### src/rtl/clock_div_pkg.sv
// Shared constants, cfg request type and ratio clamp for the clock-enable divider.
package clock_div_pkg;

   localparam int unsigned CNT_W_DEFAULT = 16;
   localparam int unsigned DIV_MIN       = 2;
   localparam int unsigned VGA_PIXEL_DIV = 4;
   localparam int unsigned CHAN_W_MAX    = 4;
   localparam int unsigned DIV_W_MAX     = 32;

   typedef struct packed {
      logic [CHAN_W_MAX-1:0] chan;
      logic [DIV_W_MAX-1:0]  div;
   } cfg_req_t;

   function automatic logic [DIV_W_MAX-1:0] clamp_div(input logic [DIV_W_MAX-1:0] x);
      return (x < DIV_W_MAX'(DIV_MIN)) ? DIV_W_MAX'(DIV_MIN) : x;
   endfunction

endpackage

### src/rtl/clock_div_chan.sv
// One divider channel: counter, active/shadow ratio and registered tick/clock enables.
module clock_div_chan import clock_div_pkg::*; #(
   parameter int unsigned CntW       = CNT_W_DEFAULT,
   parameter int unsigned DefaultDiv = VGA_PIXEL_DIV
) (
   input  logic            clk_i,
   input  logic            rst_i,
   input  logic            en_i,
   input  logic            sync_i,
   input  logic            acc_i,
   input  logic [CntW-1:0] acc_div_i,
   output logic            pend_o,
   output logic            tick_o,
   output logic            clk_o
);

   logic [CntW-1:0] cnt_q, cnt_d;
   logic [CntW-1:0] div_q, div_d;
   logic [CntW-1:0] shadow_q, shadow_d;
   logic            pend_q, pend_d;
   logic            tick_q, tick_d;
   logic            clk_q, clk_d;
   logic            terminal;
   logic            apply;
   logic [CntW-1:0] new_div;
   logic [CntW-1:0] half;

   assign terminal = (cnt_q == div_q - 1'b1);
   assign apply    = sync_i | (en_i & terminal);
   // A request accepted this very cycle wins over the older shadow value.
   assign new_div  = acc_i ? acc_div_i : shadow_q;

   always_comb begin
      cnt_d    = cnt_q;
      div_d    = div_q;
      shadow_d = shadow_q;
      pend_d   = pend_q;
      tick_d   = 1'b0;
      clk_d    = clk_q;
      half     = '0;

      if (acc_i) begin
         shadow_d = acc_div_i;
         pend_d   = 1'b1;
      end
      if (apply && (acc_i || pend_q)) begin
         div_d  = new_div;
         pend_d = 1'b0;
      end

      if (sync_i) begin
         cnt_d = '0;
         clk_d = 1'b0;
      end else if (en_i) begin
         cnt_d  = terminal ? '0 : cnt_q + 1'b1;
         // Low for ceil(D/2) cycles, high for floor(D/2).
         half   = CntW'(({1'b0, div_d} + 1'b1) >> 1);
         tick_d = (cnt_d == div_d - 1'b1);
         clk_d  = (cnt_d >= half);
      end
   end

   always_ff @(posedge clk_i) begin
      if (rst_i) begin
         cnt_q    <= '0;
         div_q    <= CntW'(DefaultDiv);
         shadow_q <= '0;
         pend_q   <= 1'b0;
         tick_q   <= 1'b0;
         clk_q    <= 1'b0;
      end else begin
         cnt_q    <= cnt_d;
         div_q    <= div_d;
         shadow_q <= shadow_d;
         pend_q   <= pend_d;
         tick_q   <= tick_d;
         clk_q    <= clk_d;
      end
   end

   assign pend_o = pend_q;
   assign tick_o = tick_q;
   assign clk_o  = clk_q;

endmodule

### src/rtl/clock_div_multi.sv
// N-channel runtime-programmable clock-enable divider with common Sync and cfg handshake.
module clock_div_multi import clock_div_pkg::*; #(
   parameter int unsigned N_CHAN      = 4,
   parameter int unsigned CNT_W       = CNT_W_DEFAULT,
   parameter int unsigned DEFAULT_DIV = VGA_PIXEL_DIV,
   localparam int unsigned CHAN_W     = (N_CHAN > 1) ? $clog2(N_CHAN) : 1
) (
   input  logic              Master_Clock_In,
   input  logic              Reset,
   input  logic              Enable,
   input  logic              Sync,
   input  logic              Cfg_Valid,
   output logic              Cfg_Ready,
   input  logic [CHAN_W-1:0] Cfg_Chan,
   input  logic [CNT_W-1:0]  Cfg_Div,
   output logic [N_CHAN-1:0] Pending,
   output logic [N_CHAN-1:0] Tick_Out,
   output logic [N_CHAN-1:0] Clock_Out
);

   cfg_req_t          req;
   logic [CNT_W-1:0]  div_clamped;
   logic              chan_ok;
   logic              accept;
   logic [N_CHAN-1:0] acc;

   always_comb begin
      req      = '0;
      req.chan = CHAN_W_MAX'(Cfg_Chan);
      req.div  = DIV_W_MAX'(Cfg_Div);
   end

   assign div_clamped = CNT_W'(clamp_div(req.div));
   assign chan_ok     = (32'(req.chan) < N_CHAN);

   // Out-of-range channels never match, so they read as ready and are silently dropped.
   always_comb begin
      Cfg_Ready = 1'b1;
      for (int unsigned i = 0; i < N_CHAN; i++) begin
         if (req.chan == CHAN_W_MAX'(i)) Cfg_Ready = ~Pending[i];
      end
   end

   assign accept = Cfg_Valid & Cfg_Ready & chan_ok;

   always_comb begin
      acc = '0;
      for (int unsigned i = 0; i < N_CHAN; i++) begin
         acc[i] = accept & (req.chan == CHAN_W_MAX'(i));
      end
   end

   for (genvar g = 0; g < N_CHAN; g++) begin : g_chan
      clock_div_chan #(
         .CntW       (CNT_W),
         .DefaultDiv (DEFAULT_DIV)
      ) u_chan (
         .clk_i     (Master_Clock_In),
         .rst_i     (Reset),
         .en_i      (Enable),
         .sync_i    (Sync),
         .acc_i     (acc[g]),
         .acc_div_i (div_clamped),
         .pend_o    (Pending[g]),
         .tick_o    (Tick_Out[g]),
         .clk_o     (Clock_Out[g])
      );
   end

endmodule

### config.mk
export PLATFORM = sky130hd
export DESIGN_NAME = clock_div_multi
export DESIGN_NICKNAME = d
export VERILOG_FILES = /design/src/rtl/clock_div_pkg.sv /design/src/rtl/clock_div_chan.sv /design/src/rtl/clock_div_multi.sv
export SDC_FILE = /design/constraint.sdc
export NUM_CORES = 1
export LEC_CHECK = 0
export CORE_MARGIN = 8
export CORE_UTILIZATION = 25
export DETAILED_ROUTE_END_ITERATION = 7
export PLACE_DENSITY = 0.49
export SLEW_MARGIN = 20
export SYNTH_ARGS = -nofsm -noshare
export SYNTH_HDL_FRONTEND = slang
export SYNTH_SLANG_ARGS = --single-unit
### constraint.sdc
create_clock -name Master_Clock_In -period 8.6 [get_ports Master_Clock_In]
set_clock_uncertainty 0.2 [all_clocks]
set_input_delay 2.58 -clock Master_Clock_In [delete_from_list [all_inputs] [get_ports Master_Clock_In]]
set_output_delay 2.58 -clock Master_Clock_In [all_outputs]
set_load 0.01 [all_outputs]
==> impl_summary.log, run 1 <==
[metrics] layout overhead on the synthesized area: 12.4%
[metrics] worst slack on hold paths: about 270 ps
[metrics] net count after synthesis: 2,329
[metrics] total number of placement rows: 96
[metrics] final antenna-violating net count: 0
[metrics] maximum level of the CTS H-tree: 1
[metrics] TritonCTS clock tree: yes
[metrics] crit path capture type: register
[metrics] setup ws final: 1270 ps
[metrics] Sinks on Clock Net: 204
[metrics] wire length of the first global-routing pass: 87,100 um
[metrics] CTS resizes: 0
[metrics] Startpoint Class: input pin
[metrics] number of cells traversed by the worst hold path: 2
[metrics] RSZ-0062 raised after global routing: false
[metrics] Finished Layout Cells: just over 3,000
[metrics] largest driver fanout on the critical path: 36
[metrics] P_int: 1.95 mW
[metrics] number of max-capacitance violations reported: 0
[metrics] last weighted congestion value of the routability-driven placer: roughly 0.9
[metrics] share of synthesized area spent on multiplexers: 9.73%
[metrics] initial core utilization: about 25%
[metrics] insertion delay of the later-clocked pin in the worst-skew pair: 570 ps
[metrics] GRT Total Usage: 13.9%
[metrics] post-synthesis async set-or-reset flop share: 0%
[metrics] share of total power consumed by net switching: 28.2%
[metrics] share of the synthesized area in the top cell type: 23.8%
[metrics] cts hold-fix bufs: 0
[metrics] final critical-path share of the clock period: 85.3%
[metrics] maximum count of clock buffers along a single path: 3
[metrics] placed cell area: 18,200 um2
[metrics] cell total after placement: 3,037
[metrics] run status: complete, no violations
[metrics] most instantiated cells after synthesis: sky130_fd_sc_hd__nor2_1, sky130_fd_sc_hd__dfxtp_1, sky130_fd_sc_hd__nand2_1
[metrics] buffer type at the clock tree root: sky130_fd_sc_hd__clkbuf_16
[metrics] total number of yosys warnings: 0
[metrics] Die Ht: 278 um
[metrics] vias in the first global route: 15,300
[metrics] Sw Pwr: 767 uW
[metrics] routed length per placed instance: 18.1 um
[metrics] number of nets in the layout: between 2,000 and 2,500
[metrics] Detail Placement HPWL: roughly 42,000 um
[metrics] crit path kind: input pin to register
[metrics] sum of internal, switching and leakage power: about 2.7 mW
[metrics] Horiz. Die Dim: 278 um
[metrics] share of the synthesized area in compound gates (AO/OA/AOI/OAI): 14.5%
[metrics] most used standard cell by instance count after synthesis: sky130_fd_sc_hd__nor2_1
[metrics] worst min-delay path category: register to register
[metrics] number of inserted filler cells in the final layout: between 7,000 and 8,000
[metrics] buffers added on ports: 35
[metrics] synthesized-area fraction occupied by xor and xnor cells: 14.3%
[metrics] per-instance average area after synthesis: 7.71 um2
[metrics] combinational share of power: 16.1%
[metrics] via count normalized by instance count: 5.07
[metrics] final design instance area without fill: 19,300 um2
[metrics] Max IR drop VDD: 0.000115 V
[metrics] Pwr per Cell Area: 141 nW/um2
[metrics] number of hold violations in the final report: 0
[metrics] Max Transition Viols Final: 0
[metrics] number of standard cells after synthesis: 2,226
[metrics] grt total ovfl: 0
[metrics] part of the power in the clock network: 47.5%
[metrics] largest family of logic cells by synthesized area: simple AND/OR/NAND/NOR gates
[metrics] Yosys cell types: 91
[metrics] cts bufs inserted: 28
[metrics] Post-Syn Area: 17,200 um2
[metrics] number of enable-type register cells in the synthesized netlist: 0
[metrics] cell depth of the worst flop-to-flop path: 25
[metrics] Req. time, crit path: 8840 ps
[metrics] number of remaining DRC errors: 0
[metrics] clock slew at reported path FFs: 60 ps
[metrics] Final Routed Wirelength: 55,900 um
[metrics] Min Clock Period, post-route: 7330 ps
[metrics] transition time at the pin with the least slew margin: 1000 ps
[metrics] Post-Synth Adder-Cell Area: 5.89%
[metrics] number of endpoints failing setup at the final stage: 0
[metrics] fraction of the core area covered by cells at the end of the flow: between 20 and 30%
[metrics] share of cells above drive strength 1: around 7.2%
[metrics] largest net degree at the start of global routing: 69
[metrics] 1st-iter DRT viols: 1,097
[metrics] worst slack after detailed placement: 741 ps
[metrics] post-synthesis share of cell area spent on and, or, nand and nor gates: between 20 and 30%
[metrics] DR vias: about 16,000
[metrics] Die Area: 77,300 um2
[metrics] fraction of the yosys area taken by sequential cells: 23.8%
[metrics] initial antenna violation count: 5
[metrics] Seq pwr share: 36.4%
[metrics] maximum achievable frequency: around 0.14 GHz
[metrics] most area-consuming cells after synthesis: sky130_fd_sc_hd__dfxtp_1, sky130_fd_sc_hd__xnor2_1, sky130_fd_sc_hd__mux2i_1
[metrics] Yosys top cell by area: sky130_fd_sc_hd__dfxtp_1
[metrics] static power due to leakage: 7.63 nW
[metrics] number of synthesized register bits: 204
[metrics] Max-Slew Margin vs Limit: between 30 and 40%
[metrics] data arrival time of the worst path: 7580 ps
[metrics] total negative slack: 0 ps
[metrics] ports placed on the boundary: 36
[metrics] postcts setup bufs: 0
[metrics] core outline area: between 60,000 and 70,000 um2
[metrics] Detailed Routing Iterations Pass 1: 5
[metrics] flip-flop cell with the highest count after synthesis: sky130_fd_sc_hd__dfxtp_1
-- critical path, cell delays in order --
cell                              delay, ps
sky130_fd_sc_hd__clkdlybuf4s50_1        660
sky130_fd_sc_hd__a31oi_1                250
sky130_fd_sc_hd__nand2b_1               220
sky130_fd_sc_hd__a2111oi_0              470
sky130_fd_sc_hd__a21o_1                 280
sky130_fd_sc_hd__buf_4                  430
sky130_fd_sc_hd__mux2i_1                550
sky130_fd_sc_hd__nor2_1                 150
sky130_fd_sc_hd__nand2_1                120
sky130_fd_sc_hd__xor2_1                 160
sky130_fd_sc_hd__nor2_1                  60
sky130_fd_sc_hd__a21oi_1                130
sky130_fd_sc_hd__ha_1                   240
sky130_fd_sc_hd__a21o_1                 150
sky130_fd_sc_hd__a21o_1                 170
sky130_fd_sc_hd__a21o_1                 180
sky130_fd_sc_hd__a21oi_1                170
sky130_fd_sc_hd__nor2b_1                 60
sky130_fd_sc_hd__o21ai_0                170
sky130_fd_sc_hd__a21oi_1                100
sky130_fd_sc_hd__o31ai_1                200
sky130_fd_sc_hd__a21oi_1                 90
-- cell usage in the layout (no fill, tap or decap), types with 11 or more instances in the layout --
master                            Yosys  final
sky130_fd_sc_hd__or3_1               28     28
sky130_fd_sc_hd__dfxtp_1            204    204
sky130_fd_sc_hd__o21a_1              17     17
sky130_fd_sc_hd__and3_1              34     34
sky130_fd_sc_hd__a21oi_1             97     97
sky130_fd_sc_hd__nor3b_1             14     14
sky130_fd_sc_hd__nor2_1             330    329
sky130_fd_sc_hd__nand3_1             65     65
sky130_fd_sc_hd__mux2_2              24     24
sky130_fd_sc_hd__xor2_1             114    114
sky130_fd_sc_hd__mux2i_1            136    136
sky130_fd_sc_hd__nand3b_1            19     19
sky130_fd_sc_hd__a211oi_1            19     19
sky130_fd_sc_hd__o21ai_0            105    105
sky130_fd_sc_hd__clkdlybuf4s50_1      0     33
sky130_fd_sc_hd__inv_1               54     54
sky130_fd_sc_hd__ha_1                80     80
sky130_fd_sc_hd__o31ai_1             12     12
sky130_fd_sc_hd__buf_4               18     36
sky130_fd_sc_hd__nand4_1             15     15
sky130_fd_sc_hd__nand2_1            170    170
sky130_fd_sc_hd__nor2b_1             45     45
sky130_fd_sc_hd__clkbuf_16            0     29
sky130_fd_sc_hd__or2_2               13     13
sky130_fd_sc_hd__xnor2_1            159    159
sky130_fd_sc_hd__and2_1              13     13
sky130_fd_sc_hd__a21o_1              27     27
sky130_fd_sc_hd__o21ai_1             12     12
sky130_fd_sc_hd__a31oi_1             11     11
sky130_fd_sc_hd__nor3_1              72     71
sky130_fd_sc_hd__nor4_1              26     26
sky130_fd_sc_hd__nand2b_1            25     25
-- layout make-up --
cell class | count | area [um2] | area share (%)
Antenna cell | 4 | 10.0 | 0.0519
Inverter | 54 | 203 | 1.05
Tap cell | 882 | 1100 | 5.72
Clock buffer | 39 | 823 | 4.27
Timing Repair Buffer | 69 | 601 | 3.11
Sequential cell | 204 | 4080 | 21.2
Clock inverter | 13 | 204 | 1.06
Multi-Input combinational cell | 1828 | 12300 | 63.6
-- registers in the layout, indices dropped and copies added (netlist names) --
name / cells
g_chan.u_chan.tick_o: 4
g_chan.u_chan.cnt_q: 64
g_chan.u_chan.pend_o: 4
g_chan.u_chan.shadow_q: 64
g_chan.u_chan.div_q: 64
g_chan.u_chan.clk_o: 4
-- cells by family after synthesis --
group                    Yosys count
adder cells (fa/ha/maj)           81
AO/OA/AOI/OAI                    385
multiplexers                     162
flip-flops                       204
AND/OR/NAND/NOR                  924
buffers and inverters            194
XOR/XNOR                         276
-- path summary, 6_finish.rpt --
check | slack (ps) | startpoint | endpoint
worst max-delay path | 1270 | Cfg_Chan[1] | g_chan[3].u_chan.clk_o
worst min register to register | 270 | g_chan[0].u_chan.shadow_q[15] | g_chan[0].u_chan.shadow_q[15]
worst max register to register | 2080 | g_chan[3].u_chan.div_q[0] | g_chan[3].u_chan.clk_o
worst min-delay path | 270 | g_chan[0].u_chan.shadow_q[15] | g_chan[0].u_chan.shadow_q[15]
-- metal layers --
layer,track usage (%),part of all wire (%),vias up
met4,4.51,2.7,4
met2,22.1,44,359
met5,0,0.025,-
met3,2.62,5.5,93
met1,18.8,47,7531
li1,-,-,7709
-- power groups by stage --
| stage | Clock (mW) | Combinational, mW | Sequential [mW] |
|---|---|---|---|
| global placement | 0 | 0.433 | 1.01 |
| floorplan | 0 | 0.321 | 0.996 |
| finish | 1.29 | 0.438 | 0.989 |
| detailed placement | 0 | 0.435 | 1.01 |
| global route | 1.37 | 0.480 | 0.992 |
| CTS | 1.33 | 0.437 | 0.989 |
Power figures use the tool's default switching activity.
==> run 2, diff against run 1 <==
Settings changed: ABC_AREA set to 1, CTS_CLUSTER_DIAMETER set to 60.
==> impl_summary.log, run 2 <==
[metrics] Finished Layout Cells: 3,910 (+26%)
[metrics] worst slack on hold paths: 295 ps (+28.2 ps)
[metrics] number of max-capacitance violations reported: 0 (unchanged)
[metrics] number of endpoints failing setup at the final stage: 0 (unchanged)
[metrics] setup ws final: 1470 ps (+200 ps)
[metrics] Sinks on Clock Net: 204 (unchanged)
[metrics] Seq pwr share: 31.9% (-4.5 points)
[metrics] run status: complete, no violations
[metrics] peak per-stage delay on the critical path: 480 ps (-180 ps)
[metrics] number of remaining DRC errors: 0 (unchanged)
[metrics] Max-Slew Margin vs Limit: 39.0% (+6.5 points)
[metrics] total number of placement rows: 98 (+2.1%)
[metrics] post-synthesis async set-or-reset flop share: 0% (unchanged)
[metrics] Startpoint Class: input pin
[metrics] worst slack after detailed placement: 935 ps (+193 ps)
[metrics] Horiz. Die Dim: 283 um (+1.7%)
[metrics] crit path capture type: register
[metrics] Die Ht: 283 um (+1.7%)
[metrics] maximum achievable frequency: 0.140 GHz (+2.8%)
[metrics] crit-path most repeated cell: sky130_fd_sc_hd__nand2_1
[metrics] launching element of the worst setup path: Cfg_Chan[1]
[metrics] routed length per placed instance: 14.5 um (-20%)
[metrics] final antenna-violating net count: 0 (unchanged)
[metrics] Reg-to-Reg Start: g_chan[3].u_chan.div_q[0]
[metrics] number of inserted filler cells in the final layout: 7,999 (+9.1%)
[metrics] core outline area: 71,000 um2 (+4.1%)
[metrics] maximum count of clock buffers along a single path: 3 (unchanged)
[metrics] share of cells above drive strength 1: 8.11% (+0.86 points)
[metrics] TritonCTS clock tree: yes
[metrics] most instantiated cells after synthesis: sky130_fd_sc_hd__nand2_1, sky130_fd_sc_hd__inv_1, sky130_fd_sc_hd__nor2_1
[metrics] most used cells in the layout excluding fill and tap cells: sky130_fd_sc_hd__nand2_1, sky130_fd_sc_hd__inv_1, sky130_fd_sc_hd__nor2_1
[metrics] buffers added on ports: 35 (unchanged)
[metrics] ports placed on the boundary: 36 (unchanged)
[metrics] via count normalized by instance count: 4.48 (-12%)
[metrics] buffer type at the clock tree root: sky130_fd_sc_hd__clkbuf_16
[metrics] cts hold-fix bufs: 0 (unchanged)
[metrics] Max Transition Viols Final: 0 (unchanged)
[metrics] Die Area: 80,000 um2 (+3.5%)
[metrics] CTS resizes: 0 (unchanged)
[metrics] combinational share of power: 24.1% (+8.0 points)
[metrics] transition time at the pin with the least slew margin: 909 ps (-94.0 ps)
[metrics] postcts setup bufs: 0 (unchanged)
[metrics] number of hold violations in the final report: 0 (unchanged)
[metrics] most area-consuming cells after synthesis: sky130_fd_sc_hd__dfxtp_1, sky130_fd_sc_hd__nand2_1, sky130_fd_sc_hd__inv_1
[metrics] maximum level of the CTS H-tree: 2 (+1)
[metrics] RR Endpoint: g_chan[3].u_chan.clk_o
[metrics] layout overhead on the synthesized area: 12.9%
[metrics] largest registers in the final layout: g_chan.u_chan.cnt_q: 64 flops, g_chan.u_chan.div_q: 64 flops, g_chan.u_chan.shadow_q: 64 flops
[metrics] vias in the first global route: 16,500 (+8.2%)
[metrics] data arrival time of the worst path: 7360 ps (-220 ps)
[metrics] Req. time, crit path: 8830 ps (about the same)
[metrics] placed cell area: 18,900 um2 (+3.8%)
[metrics] 1st-iter DRT viols: 1,225 (+12%)
[metrics] Final Routed Wirelength: 56,700 um (+1.4%)
[metrics] number of nets in the layout: 3,039 (+33%)
[metrics] leading cell type in the layout, fill and taps excluded: sky130_fd_sc_hd__nand2_1
[metrics] flip-flop cell with the highest count after synthesis: sky130_fd_sc_hd__dfxtp_1
[metrics] number of enable-type register cells in the synthesized netlist: 0 (unchanged)
[metrics] largest driver fanout on the critical path: 27 (-25%)
[metrics] last weighted congestion value of the routability-driven placer: 0.877 (-2.9%)
[metrics] Pwr per Cell Area: 160 nW/um2 (+13%)
[metrics] cts bufs inserted: 34 (+21%)
[metrics] share of the synthesized area in the top cell type: 22.9% (-0.86 points)
[metrics] Sw Pwr: 1.10 mW (+43%)
[metrics] fraction of the yosys area taken by sequential cells: 22.9% (-0.86 points)
[metrics] Min Clock Period, post-route: 7130 ps (-200 ps)
[metrics] Yosys top cell by area: sky130_fd_sc_hd__dfxtp_1
[metrics] GRT Total Usage: 14.0% (+0.096 points)
[metrics] largest net degree at the start of global routing: 71 (+2.9%)
[metrics] total negative slack: 0 ps (unchanged)
[metrics] static power due to leakage: 9.89 nW (+30%)
[metrics] slowest stage cell on the critical path: sky130_fd_sc_hd__clkdlybuf4s50_1
[metrics] number of standard cells after synthesis: 2,942 (+32%)
[metrics] grt total ovfl: 0 (unchanged)
[metrics] most used standard cell by instance count after synthesis: sky130_fd_sc_hd__nand2_1
[metrics] Post-Syn Area: 17,800 um2 (+3.7%)
[metrics] final critical-path share of the clock period: 82.9% (-2.3 points)
[metrics] insertion delay of the later-clocked pin in the worst-skew pair: 550 ps (-20 ps)
[metrics] reg-to-reg slack, setup: 3340 ps (+1260 ps)
[metrics] initial core utilization: 25.1% (-0.077 points)
[metrics] Yosys cell types: 54 (-41%)
[metrics] last element of the critical path: g_chan[2].u_chan.clk_o
[metrics] Detailed Routing Iterations Pass 1: 5 (unchanged)
[metrics] DR vias: 17,500 (+12%)
[metrics] n_diodes: 0 (-4)
[metrics] per-instance average area after synthesis: 6.05 um2 (-22%)
[metrics] Max IR drop VDD: 0.000112 V (-2.9%)
[metrics] final design instance area without fill: 20,100 um2 (+4.2%)
[metrics] cell total after placement: 3,850 (+27%)
[metrics] number of cells traversed by the worst hold path: 2 (unchanged)
[metrics] wire length of the first global-routing pass: 90,000 um (+3.4%)
[metrics] RSZ-0062 raised after global routing: false
[metrics] worst min-delay path category: register to register
[metrics] clock slew at reported path FFs: 50 ps (about the same)
[metrics] share of total power consumed by net switching: 34.2% (+6.0 points)
[metrics] number of synthesized register bits: 204 (unchanged)
[metrics] Detail Placement HPWL: 44,000 um (+3.7%)
[metrics] net count after synthesis: 3,045 (+31%)
[metrics] crit path kind: input pin to register
[metrics] cell depth of the worst flop-to-flop path: 32 (+28%)
[metrics] part of the power in the clock network: 44.0% (-3.5 points)
[metrics] P_int: 2.12 mW (+8.4%)
[metrics] total number of yosys warnings: 0 (unchanged)
[metrics] initial antenna violation count: 3 (-2)
==> run 2: cell count changes after synthesis, moves of 33 or more <==
cell and delta:
sky130_fd_sc_hd__mux2i_1 -132, sky130_fd_sc_hd__nand2_1 +651, sky130_fd_sc_hd__o21ai_0 +59, sky130_fd_sc_hd__nor2_1 +43
sky130_fd_sc_hd__nor2b_1 -45, sky130_fd_sc_hd__nor3_1 -43, sky130_fd_sc_hd__clkbuf_1 -43, sky130_fd_sc_hd__nand2_2 +40
sky130_fd_sc_hd__inv_1 +323, sky130_fd_sc_hd__xnor2_1 -126, sky130_fd_sc_hd__nand4_1 +33, sky130_fd_sc_hd__nand3_1 +207
==> run 2: power groups by stage <==
stage                     Clock [mW]  Sequential (mW)  Combinational [mW]
final                           1.42             1.03               0.774
after global routing            1.49             1.03               0.889
after CTS                       1.46             1.03               0.777
after detailed placement           0             1.05               0.773
after global placement             0             1.05               0.771
after floorplan                    0             1.03               0.598
==> run 2: how the worst min path moves through the flow <==
stage / slack (ps) / end / startpoint
after CTS: 290 / g_chan[1].u_chan.shadow_q[6] / g_chan[1].u_chan.shadow_q[6]
final: 300 / g_chan[1].u_chan.shadow_q[6] / g_chan[1].u_chan.shadow_q[6]
after floorplan: 260 / g_chan[1].u_chan.shadow_q[6] / g_chan[1].u_chan.shadow_q[6]
after global placement: 280 / g_chan[1].u_chan.shadow_q[6] / g_chan[1].u_chan.shadow_q[6]
after global routing: 350 / g_chan[2].u_chan.clk_o / g_chan[2].u_chan.clk_o
after detailed placement: 280 / g_chan[1].u_chan.shadow_q[6] / g_chan[1].u_chan.shadow_q[6]
==> run 2: worst max-delay path: cells and delay by family <==
kind / cells / cell delay, ps
AND/OR/NAND/NOR: 12 / 1760
adder cells (fa/ha/maj): 2 / 430
XOR/XNOR: 1 / 170
AO/OA/AOI/OAI: 9 / 1460
buffers and inverters: 5 / 920
==> run 2: final cells by class <==
class	instances	area, um2	share of cell area, %
multi-input combinational	2252	11800	58.5
sequential	204	4080	20.3
inverter	398	1490	7.43
tap	950	1190	5.91
clock buffer	42	965	4.80
timing repair buffer	46	428	2.13
clock inverter	18	188	0.934
==> run 2: cell families after synthesis <==
logic type / after synthesis / synth area share (%)
flip-flops: 204 / 22.9
XOR/XNOR: 143 / 7.65
multiplexers: 4 / 0.225
AO/OA/AOI/OAI: 292 / 9.00
buffers and inverters: 486 / 11.1
AND/OR/NAND/NOR: 1733 / 43.5
adder cells (fa/ha/maj): 80 / 5.62
==> run 2: metal layers <==
metal | vias to the layer above | GRT usage, % | part of all wire [%]
met4 | 2 | 4.81 | 3.1
li1 | 9307 | - | -
met2 | 286 | 22.9 | 45
met1 | 7826 | 18.7 | 48
met5 | - | 0 | 0.023
met3 | 86 | 1.96 | 3.8
==> run 2: per-stage QoR <==
step                      total power [mW]  utilization [%]
after global placement                1.82             26.7
after CTS                             3.27             28.3
after detailed placement              1.82             26.7
after global routing                  3.42             28.3
final                                 3.22             28.3
after floorplan                       1.63                -
==> run 3, diff against run 2 <==
Settings changed: PLACE_DENSITY 0.49 to 0.5.
Clock period 8.6 ns to 5.85 ns, I/O delays scaled along.
==> impl_summary.log, run 3 (synthesized netlist as in run 2, its figures left out) <==
[metrics] routed length per placed instance: 14.3 um (-1.5%)
[metrics] Detail Placement HPWL: 47,300 um (+7.4%)
[metrics] layout overhead on the synthesized area: 21.5%
[metrics] clock slew at reported path FFs: 50 ps (about the same)
[metrics] 1st-iter DRT viols: 1,054 (-14%)
[metrics] RSZ-0062 raised after global routing: false
[metrics] Sinks on Clock Net: 204 (unchanged)
[metrics] Max IR drop VDD: 0.000150 V (+34%)
[metrics] transition time at the pin with the least slew margin: 886 ps (-23.3 ps)
[metrics] maximum count of clock buffers along a single path: 3 (unchanged)
[metrics] total negative slack: 0 ps (unchanged)
[metrics] global-route layer with the greatest usage: met2
[metrics] final antenna-violating net count: 0 (unchanged)
[metrics] Pwr per Cell Area: 225 nW/um2 (+40%)
[metrics] Horiz. Die Dim: 283 um (unchanged)
[metrics] insertion delay of the later-clocked pin in the worst-skew pair: 540 ps (about the same)
[metrics] core outline area: 71,000 um2 (unchanged)
[metrics] ports placed on the boundary: 36 (unchanged)
[metrics] final critical-path share of the clock period: 95.0%
[metrics] total number of placement rows: 98 (unchanged)
[metrics] largest driver fanout on the critical path: 3 (-89%)
[metrics] number of endpoints failing setup at the final stage: 0 (unchanged)
[metrics] Final Routed Wirelength: 58,600 um (+3.4%)
[metrics] GRT Total Usage: 14.5% (+0.57 points)
[metrics] buffers added on ports: 35 (unchanged)
[metrics] Die Area: 80,000 um2 (unchanged)
[metrics] static power due to leakage: 10.9 nW (+10%)
[metrics] share of cells above drive strength 1: 13.9% (+5.8 points)
[metrics] crit path kind: input pin to register
[metrics] number of remaining DRC errors: 0 (unchanged)
[metrics] met1 usage: 19.4% (+0.69 points)
[metrics] largest net degree at the start of global routing: 76 (+7.0%)
[metrics] wire length of the first global-routing pass: 93,600 um (+4.0%)
[metrics] number of max-capacitance violations reported: 0 (unchanged)
[metrics] Max Transition Viols Final: 0 (unchanged)
[metrics] Req. time, crit path: 6060 ps (-2770 ps)
[metrics] maximum achievable frequency: ~0.18 GHz
[metrics] largest registers in the final layout: g_chan.u_chan.cnt_q: 64 flops, g_chan.u_chan.div_q: 64 flops, g_chan.u_chan.shadow_q: 64 flops
[metrics] buffer type at the clock tree root: sky130_fd_sc_hd__clkbuf_16
[metrics] cts bufs inserted: 34 (unchanged)
[metrics] met3 Usage GRT: 2.48% (+0.52 points)
[metrics] data arrival time of the worst path: 5770 ps (-1590 ps)
[metrics] leading cell type in the layout, fill and taps excluded: sky130_fd_sc_hd__nand2_1
[metrics] Startpoint Class: input pin
[metrics] met2 track demand over resource: 24.2% (+1.3 points)
[metrics] DR vias: 18,200 (+4.0%)
[metrics] via count normalized by instance count: 4.44 (-0.92%)
[metrics] number of hold violations in the final report: 0 (unchanged)
[metrics] Detailed Routing Iterations Pass 1: 5 (unchanged)
[metrics] initial antenna violation count: 1 (-2)
[metrics] last weighted congestion value of the routability-driven placer: 0.862 (-1.7%)
[metrics] Min Clock Period, post-route: between 5000 and 6000 ps
[metrics] TritonCTS clock tree: yes
[metrics] number of nets in the layout: 3,233 (+6.4%)
[metrics] worst slack on hold paths: 312 ps (+17.0 ps)
[metrics] crit path capture type: register
[metrics] Die Ht: 283 um (unchanged)
[metrics] Max-Slew Margin vs Limit: 40.9% (+1.9 points)
[metrics] grt total ovfl: 0 (unchanged)
[metrics] initial core utilization: 25.1% (unchanged)
[metrics] worst min-delay path category: register to register
[metrics] run status: complete, no violations
[metrics] most used cells in the layout excluding fill and tap cells: sky130_fd_sc_hd__nand2_1, sky130_fd_sc_hd__inv_1, sky130_fd_sc_hd__nor2_1
[metrics] vias in the first global route: 17,200 (+4.2%)
[metrics] maximum level of the CTS H-tree: 2 (unchanged)
==> run 3: cell count changes in the layout (fill, tap and decap cells not counted), sizes merged <==
cell,change
buf,+194
inv,-3
clkinv,+1
dlymetal6s2s,+3
clkinvlp,-2
clkdlybuf4s50,-3
diode,+1
clkbuf,+5
==> run 3: critical path, stage by stage <==
cell                              delay, ps
sky130_fd_sc_hd__clkdlybuf4s50_1        490
sky130_fd_sc_hd__nor4_2                 360
sky130_fd_sc_hd__buf_4                  170
sky130_fd_sc_hd__nand3_1                110
sky130_fd_sc_hd__buf_4                  180
sky130_fd_sc_hd__buf_12                 110
sky130_fd_sc_hd__nand2_1                 40
sky130_fd_sc_hd__o21ai_0                140
sky130_fd_sc_hd__nand3_1                150
sky130_fd_sc_hd__nand2_4                 70
sky130_fd_sc_hd__inv_2                   50
sky130_fd_sc_hd__ha_1                   130
sky130_fd_sc_hd__inv_1                   60
sky130_fd_sc_hd__buf_4                  140
sky130_fd_sc_hd__nor3_4                 230
sky130_fd_sc_hd__nand4_2                150
sky130_fd_sc_hd__nor2_2                 130
sky130_fd_sc_hd__nand2_1                110
sky130_fd_sc_hd__nor2_2                 130
sky130_fd_sc_hd__xor2_1                 160
sky130_fd_sc_hd__ha_1                   260
sky130_fd_sc_hd__inv_1                   80
sky130_fd_sc_hd__nor3_1                  50
sky130_fd_sc_hd__a211oi_1               170
sky130_fd_sc_hd__a21oi_1                 90
sky130_fd_sc_hd__o221a_2                220
==> run 3: where the power goes <==
part,total [mW],internal [mW],switching (mW)
Sequential,1.51,1.45,0.0610
Combinational,1.26,0.480,0.776
Clock,2.09,1.32,0.771
Total,4.86,3.25,1.61
==> run 3: layout make-up <==
class | instances | area (um2)
Fill cell | 7912 | 49400
Multi-Input combinational cell | 2252 | 11800
Sequential cell | 204 | 4080
Timing Repair Buffer | 240 | 1920
Inverter | 398 | 1490
Tap cell | 950 | 1190
Clock buffer | 47 | 1020
Clock inverter | 14 | 148
Antenna cell | 1 | 2.50
==> run 3: final timing paths <==
kind / startpoint / end / slack [ps] / cells after the start
worst max-delay path: Cfg_Div[5] / g_chan[2].u_chan.clk_o / 290 / 26
worst min-delay path: g_chan[3].u_chan.shadow_q[3] / g_chan[3].u_chan.shadow_q[3] / 310 / 2
worst max register to register: g_chan[3].u_chan.div_q[0] / g_chan[3].u_chan.clk_o / 950 / 30
worst min register to register: g_chan[3].u_chan.shadow_q[3] / g_chan[3].u_chan.shadow_q[3] / 310 / 2
==> run 3: layer usage <==
layer / vias to the layer above / wire (um)
met2: 267 / 26200
met4: 0 / 1360
met5: - / 0
met1: 8177 / 28200
li1: 9691 / -
met3: 80 / 2800
==> run 3: stage by stage <==
stage | setup slack [ps] | cells | power (mW) | util [%] | area (um2)
4_1_cts | 158 | 4105 | 4.93 | 30.4 | 21600
5_1_grt | 14.2 | 4105 | 5.16 | 30.5 | 21600
3_5_place_dp | -383 | 4044 | 2.80 | 28.8 | 20400
3_3_place_gp | -312 | 4044 | 2.80 | 28.8 | 20400
2_1_floorplan | 336 | 2942 | 2.40 | - | 17800
6_report | 291 | 4106 | 4.86 | 30.5 | 21600
==> run 3: repair_timing <==
action	CTS	global route
hold buffers	0	0
buffers inserted	0	0
gates resized for setup	0	8
setup endpoints to repair	0	4
==> RTL change, RTL diff (config.mk and constraints of run 3) <==
Register the input `Cfg_Div` before use. The logic sees it one clock later. The other inputs are not delayed to match.
--- a/src/rtl/clock_div_multi.sv
+++ b/src/rtl/clock_div_multi.sv
@@ -20,2 +20,8 @@
 
+   logic [CNT_W-1:0] Cfg_Div_q;
+
+   always_ff @(posedge Master_Clock_In) begin
+      Cfg_Div_q <= Cfg_Div;
+   end
+
    cfg_req_t          req;
@@ -29,3 +35,3 @@
       req.chan = CHAN_W_MAX'(Cfg_Chan);
-      req.div  = DIV_W_MAX'(Cfg_Div);
+      req.div  = DIV_W_MAX'(Cfg_Div_q);
    end
Formal check against the unedited RTL: not equivalent (Yosys sat finds a counterexample within 4 cycles, from zero or initial values and one cycle with Reset high).
==> RTL change against run 3 <==
- utilization up 0.42 points
- worst setup slack better by 360 ps
- wire length down 6.6%
- area after synthesis down 2.7%
- via count down 8.1%
- critical path depth up 4
- die area down 2.6%
- sequential cell count up 16
- design area down 2.1%
- maximum frequency up 7.0%
- power up 0.98%
- critical endpoint is now g_chan[0].u_chan.clk_o
- largest cell class unchanged
- largest power group unchanged
==> RTL change: results (changes against run 3) <==
| Metric | Value |
|---|---|
| Routability cong. | 0.855 (-0.89%) |
| Critical-path top delay cell | ha_1 |
| Worst slew pin tran | 857 ps (-28.9 ps) |
| Post-Synthesis Cells | 2,708 (-8.0%) |
| Number of fill cells in the layout | 7,584 (-4.1%) |
| N_diodes | 0 (-1) |
| Layout cells sized above 1 | 15.7% (+1.8 points) |
| Post-synth cell types | 56 (+3.7%) |
| Largest cells by area after synthesis | dfxtp_1 (25%), nand2_1 (14%), nor2_1 (7.9%) |
| Finished Layout Cells | 3,870 (-5.7%) |
| GRT Util Overall | 13.9% (-0.68 points) |
| Largest net degree at the start of global routing | 68 (-11%) |
| DR iter-0 viols | 945 (-10%) |
| Post-DP HPWL | 43,600 µm (-7.8%) |
| Status | complete, no violations |
| Register area share after synthesis | 25.4% (+2.5 points) |
| Worst-path maximum fanout | 6 (+3) |
| Vias/cell | 4.32 (-2.5%) |
| Placed cells | 3,810 (-5.8%) |
| Initial antenna violation count | 2 (+1) |
| First-pass DRT Iterations | 5 (unchanged) |
| Largest regs | g_chan.u_chan.cnt_q x64, g_chan.u_chan.div_q x64, g_chan.u_chan.shadow_q x64 |
| Max IR drop VDD | 0.178 mV (+19%) |
| Slowest stage delay, CP | 300 ps (-190 ps) |
| TritonCTS Buffers | 35 (+2.9%) |
| Syn_nets | 2,811 (-7.7%) |
| IO Port Bufs | 35 (unchanged) |
| First-pass GRT wire length | 87,200 µm (-6.8%) |
| Post-synth top cells | nand2_1 (643), nor2_1 (363), inv_1 (330) |
| Worst path arrival time | 5420 ps (-350 ps) |
| Post-layout nets | 3,019 (-6.6%) |
| Routed wire length | 54,800 µm (-6.6%) |
| Vias in the first global route | 16,030 (-6.9%) |
| Leak | 0.0102 µW (-6.6%) |
[RTL change: cells by family (layout without fill, tap and decap cells)]
logic type               after synthesis  after routing  share of synthesized area (%)
AO/OA/AOI/OAI                        303            303                           9.63
XOR/XNOR                             182            182                           9.68
adder cells (fa/ha/maj)               80             80                           5.78
buffers and inverters                432            663                           10.2
flip-flops                           220            220                           25.4
multiplexers                           5              5                          0.289
AND/OR/NAND/NOR                     1486           1486                           39.0
[RTL change: critical path: cells and delay by family]
family | cells | cell delay [ps]
AOI/OAI and AO/OA | 7 | 930
and+or+nand+nor | 15 | 1590
adders and majority gates | 2 | 460
buffers and inverters | 6 | 670
[RTL change: metal layers]
layer	share of wire, %	GRT usage [%]	vias up
met1	48	18.4	7417
met2	46	23.4	224
li1	-	-	9024
met4	2.2	3.81	4
met3	3.7	1.82	67
met5	0.047	0	-
[RTL change: worst paths after layout]
path	from	to	slack (ps)	cells after the start
setup reg to reg	Cfg_Div_q[10]	g_chan[3].u_chan.clk_o	950	23
setup / recovery	Cfg_Chan[1]	g_chan[0].u_chan.clk_o	650	30
hold reg to reg	g_chan[3].u_chan.shadow_q[7]	g_chan[3].u_chan.shadow_q[7]	290	2
hold / removal	g_chan[3].u_chan.shadow_q[7]	g_chan[3].u_chan.shadow_q[7]	290	2
[RTL change: final cells by class]
type / count / area (µm²) / share of cell area (%)
Timing Repair Buffer: 252 / 1990 / 9.40
Sequential cell: 220 / 4400 / 20.8
Tap cell: 931 / 1160 / 5.50
Inverter: 351 / 1330 / 6.25
Multi-Input combinational cell: 2056 / 11200 / 52.7
Clock buffer: 40 / 947 / 4.47
Clock inverter: 20 / 198 / 0.933
[RTL change: through the flow]
stage	hold slack, ps	utilization (%)	worst slack, ps	cell area, µm²	TNS (ps)
2_1_floorplan	256	-	449	17300	0
3_3_place_gp	275	29.2	-249	20000	-758
3_5_place_dp	287	29.2	-248	20000	-864
4_1_cts	299	30.9	310	21200	0
5_1_grt	326	30.9	235	21200	0
6_report	291	30.9	654	21200	0
[RTL change: repair_timing]
item                                    CTS  global route
endpoints found under the setup margin    0             3
gates resized for setup                   0             3
endpoints found under the hold margin     0             0
[RTL change: power breakdown]
part / total [µW] / switching [µW] / internal (µW) / leakage (µW)
sequential: 1630 / 64.4 / 1570 / 0.00180
clock: 2100 / 830 / 1270 / 0.000559
combinational: 1180 / 713 / 468 / 0.00781
